File: config.mk
export PLATFORM = sky130hd
export DESIGN_NAME = boton_antirrebote
export DESIGN_NICKNAME = d
export VERILOG_FILES = /design/src/rtl/boton_antirrebote.sv
export SDC_FILE = /design/constraint.sdc
export NUM_CORES = 1
export LEC_CHECK = 0
export CAP_MARGIN = 20
export CORE_MARGIN = 4
export CORE_UTILIZATION = 55
export CTS_BUF_LIST = sky130_fd_sc_hd__clkbuf_16
export CTS_CLUSTER_SIZE = 40
export DETAILED_ROUTE_END_ITERATION = 8
export PLACE_DENSITY = 0.86
export REMOVE_ABC_BUFFERS = 1
export SYNTH_ARGS = -nofsm -noshare
export SYNTH_HDL_FRONTEND = slang
export SYNTH_SLANG_ARGS = --single-unit
File: constraint.sdc
create_clock -name clk -period 2.6 [get_ports clk]
set_clock_uncertainty 0.05 [all_clocks]
set_input_delay 0.78 -clock clk [delete_from_list [all_inputs] [get_ports clk]]
set_output_delay 0.78 -clock clk [all_outputs]
set_load 0.01 [all_outputs]
File: src/rtl/boton_antirrebote.sv
// Push-button debouncer: 2-flop synchronizer feeding a validation FSM that
// accepts a new level only after DEBOUNCE_CYCLES+1 consecutive synchronized samples.
module boton_antirrebote #(
    parameter int DEBOUNCE_CYCLES = 5,
    parameter int CNT_W           = 16
) (
    input  logic clk,
    input  logic rst,
    input  logic boton_in,
    output logic boton_limpio,
    output logic pulso_press,
    output logic pulso_release
);

    typedef enum logic [1:0] {
        BAJO,
        VALIDA_ALTO,
        ALTO,
        VALIDA_BAJO
    } estado_t;

    localparam logic [CNT_W-1:0] CNT_MAX = CNT_W'(DEBOUNCE_CYCLES - 1);

    logic             syncMeta;
    logic             sync;
    estado_t          estado;
    logic [CNT_W-1:0] cnt;

    always_ff @(posedge clk or negedge rst) begin
        if (!rst) begin
            syncMeta <= 1'b0;
            sync     <= 1'b0;
        end else begin
            syncMeta <= boton_in;
            sync     <= syncMeta;
        end
    end

    // Pulses default low every cycle so each acceptance yields exactly one cycle.
    always_ff @(posedge clk or negedge rst) begin
        if (!rst) begin
            estado        <= BAJO;
            cnt           <= '0;
            boton_limpio  <= 1'b0;
            pulso_press   <= 1'b0;
            pulso_release <= 1'b0;
        end else begin
            pulso_press   <= 1'b0;
            pulso_release <= 1'b0;
            case (estado)
                BAJO: begin
                    cnt <= '0;
                    if (sync) estado <= VALIDA_ALTO;
                end
                VALIDA_ALTO: begin
                    if (!sync) begin
                        estado <= BAJO;
                        cnt    <= '0;
                    end else if (cnt == CNT_MAX) begin
                        estado       <= ALTO;
                        cnt          <= '0;
                        boton_limpio <= 1'b1;
                        pulso_press  <= 1'b1;
                    end else begin
                        cnt <= cnt + CNT_W'(1);
                    end
                end
                ALTO: begin
                    cnt <= '0;
                    if (!sync) estado <= VALIDA_BAJO;
                end
                VALIDA_BAJO: begin
                    if (sync) begin
                        estado <= ALTO;
                        cnt    <= '0;
                    end else if (cnt == CNT_MAX) begin
                        estado        <= BAJO;
                        cnt           <= '0;
                        boton_limpio  <= 1'b0;
                        pulso_release <= 1'b1;
                    end else begin
                        cnt <= cnt + CNT_W'(1);
                    end
                end
                default: begin
                    estado <= BAJO;
                    cnt    <= '0;
                end
            endcase
        end
    end

endmodule

==> metrics.md <==
| Metric | Value |
|---|---|
| Nets | `about 120` |
| Worst Hold Class | `reg2reg` |
| Simple-Gate Fraction of Synth Area | `0.300` |
| Cell area after synthesis | `1120 um^2` |
| Initial Util | `0.573` |
| Final period util | `0.767` |
| CP max stage delay | `0.55 ns` |
| Max-cap check violation count | `0` |
| Routed via count | `736` |
| Post-synthesis sequential area ratio | `0.512` |
| Lkg Pwr | `0.498 nW` |
| Fmax | `0.501 GHz` |
| Cell Pwr Density | `570 nW/um^2` |
| Gpl congestion | `around 0.8` |
| Die height | `53.2 um` |
| Core Region | `1960 um^2` |
| Crit path kind | `reg2out` |
| Synth area leaders | `dfrtp_1, xnor2_1, nor2_1` |
| Clock latency on the worst-skew pair | `0.25 ns` |
| Maximum level of the CTS H-tree | `1` |
| Total grt overflow | `0` |
| Crit-path cells | `clkdlybuf4s50_1` |
| Antenna violations before repair | `0` |
| Post-synth EDFFs | `0` |
| Post-synth ARST share | `1.00` |
| Initial DRT Pass Iterations | `4` |
| Count leader, synth | `dfrtp_1` |
| Layout fillers | `158` |
| Buf/Inv on CP | `1` |
| Root Buffer | `clkbuf_16` |
| Final Non-Filler Cells | `137` |
| CP max stage cell | `clkdlybuf4s50_1` |
| Fraction of layout cells with a size suffix above 1 | `0.173` |
| CP Capture Type | `output port` |
| DP Cell Count | `133` |
| Rel. slew slack | `0.786` |
| Slew at the pin closest to its max-slew limit | `0.319 ns` |
| Syn Area/Cell | `11.1 um^2` |
| Antenna-violating nets left | `0` |
| Final worst slack | `roughly 0.61 ns` |
| Aggregate negative setup slack | `0 ns` |
| Buffers on Ports | `5` |
| CTS clk-pin slew, worst paths | `roughly 0.050 ns` |
| Synth Area in XOR/XNOR | `0.117` |
| Status | `completed` |
| Post-CTS setup buffer count | `0` |
| Detailed placement HPWL | `1330 um` |
| Largest net degree at the start of global routing | `24` |
| TritonCTS Sinks | `23` |
| Drt total wl | `1900 um` |
| I/O pins | `6` |
| Peak supply drop | `583 uV` |
| Post-CTS Hold Fix Bufs | `0` |
| Ys Warns | `0` |
| Area leader, netlist | `dfrtp_1` |
| Area Overhead vs Synth | `14.5%` |
| Longest Clk Path Bufs | `2` |
| Arr. time, crit path | `1.16 ns` |
| Post-DR vias/cell | `~5.4` |
| Crit Path Max Fanout | `3` |
| Mux cell area share after synthesis | `0` |
| Top cells by count, synth | `dfrtp_1, nor2_1, xnor2_1, inv_1` |
| Standard-cell row count | `16` |
| Die Wd | `53.2 um` |
| Setup repair after global routing missed its margin | `no` |
| Slew Limit Fails | `0` |
| Vias in the first global route | `~760` |
| Final hold viol count | `0` |
| Die Footprint | `2830 um^2` |
| Initial DRC Count | `11` |
| CTS tree | `done` |
| CTS buffer count | `3` |
| Util after Layout | `0.656` |
| Tmin final | `1.99 ns` |
| Pre-CTS WS | `0.886 ns` |
| Delay-heaviest family, CP | `buffers and inverters` |
| Synth top area share | `0.512` |
| N_diodes | `0` |
| Main combinational cell family by area after synthesis | `simple AND/OR/NAND/NOR gates` |
| Post-synthesis adder-cell area fraction | `0.0222` |
| Total GRT Usage | `0.164` |
| Crit path launch type | `flip-flop` |
| Wire per inst | `13.8 um` |
| Synth Area in Compound Gates | `0.0189` |
| Synth cell types | `21` |
| Syn Inst Count | `101` |
| Post_cts resized | `0` |
| Count of final setup violators | `0` |
| WP data required | `approximately 1.8 ns` |
| Top_reg_cell synth | `dfrtp_1` |
| DR DRC count | `0` |
| First-pass GRT wire length | `around 3300 um` |
| FF+latch count, synth | `23` |
cell usage in the layout (no fill, tap or decap), types with 2 or more instances in the layout:
master,instances
dfrtp_1,23
nor2_1,19
xnor2_1,13
inv_1,8
nor4_2,5
nor3_1,5
clkdlybuf4s50_1,5
nand2_1,4
nor4b_2,3
nand3_2,3
nand3_1,3
nand4_2,3
clkbuf_16,3
xor2_1,2
nand4_1,2
ha_1,2
registers in the layout (all words and copies together) (netlist names), named ones only:
| name | count |
|---|---|
| cnt | 16 |
| boton_limpio | 1 |
| estado | 1 |
| pulso_press | 1 |
| pulso_release | 1 |
| sync | 1 |
| syncMeta | 1 |
power breakdown:
group	internal, mW	switching (mW)	total [mW]
logic	0.0151	0.0255	0.0406
registers	0.366	0.00853	0.374
clock network	0.205	0.114	0.319
total	0.586	0.148	0.734
path summary, 6_finish.rpt:
kind | from | slack [ns] | to | cells after the start
setup reg to reg | cnt[0] | 0.94 | boton_limpio | 5
min in group asynchronous | rst | 0.83 | cnt[10] | 2
max in group asynchronous | rst | 1.45 | cnt[13] | 2
hold / removal | syncMeta | 0.32 | sync | 0
setup / recovery | boton_limpio | 0.61 | boton_limpio | 1
hold reg to reg | syncMeta | 0.32 | sync | 0
per-layer routing:
| layer | vias to the layer above | track usage | part of all wire |
|---|---|---|---|
| li1 | 360 | - | - |
| met1 | 355 | 0.195 | 0.41 |
| met2 | 14 | 0.273 | 0.52 |
| met3 | 7 | 0.0338 | 0.034 |
| met4 | 0 | 0.0936 | 0.032 |
| met5 | - | 0 | 0 |
cell type report:
class / instances / area (um^2) / area share
clock inverters: 1 / 3.75 / 0.00292
clock buffers: 3 / 75.1 / 0.0583
multi-input cells: 70 / 515 / 0.400
well taps: 27 / 33.8 / 0.0262
repair buffers: 6 / 57.6 / 0.0447
flip-flops and latches: 23 / 576 / 0.447
inverters: 7 / 26.3 / 0.0204
metrics by stage:
step / hold WS, ns / area [um^2] / power (mW)
floorplan: 0.281 / 1120 / 0.402
global placement: 0.289 / 1210 / 0.419
detailed placement: 0.309 / 1210 / 0.422
CTS: 0.321 / 1290 / 0.743
global route: 0.328 / 1290 / 0.765
finish: 0.315 / 1290 / 0.734
cell families (layout without fill, tap and decap cells):
| family | count (synthesis) | in the layout |
|---|---|---|
| and+or+nand+nor | 50 | 50 |
| DFF | 23 | 23 |
| xor gates and xnor gates | 15 | 15 |
| buffers and inverters | 8 | 17 |
| AOI/OAI and AO/OA | 3 | 3 |
| adders and majority gates | 2 | 2 |
(Power assumes the default switching activity.)
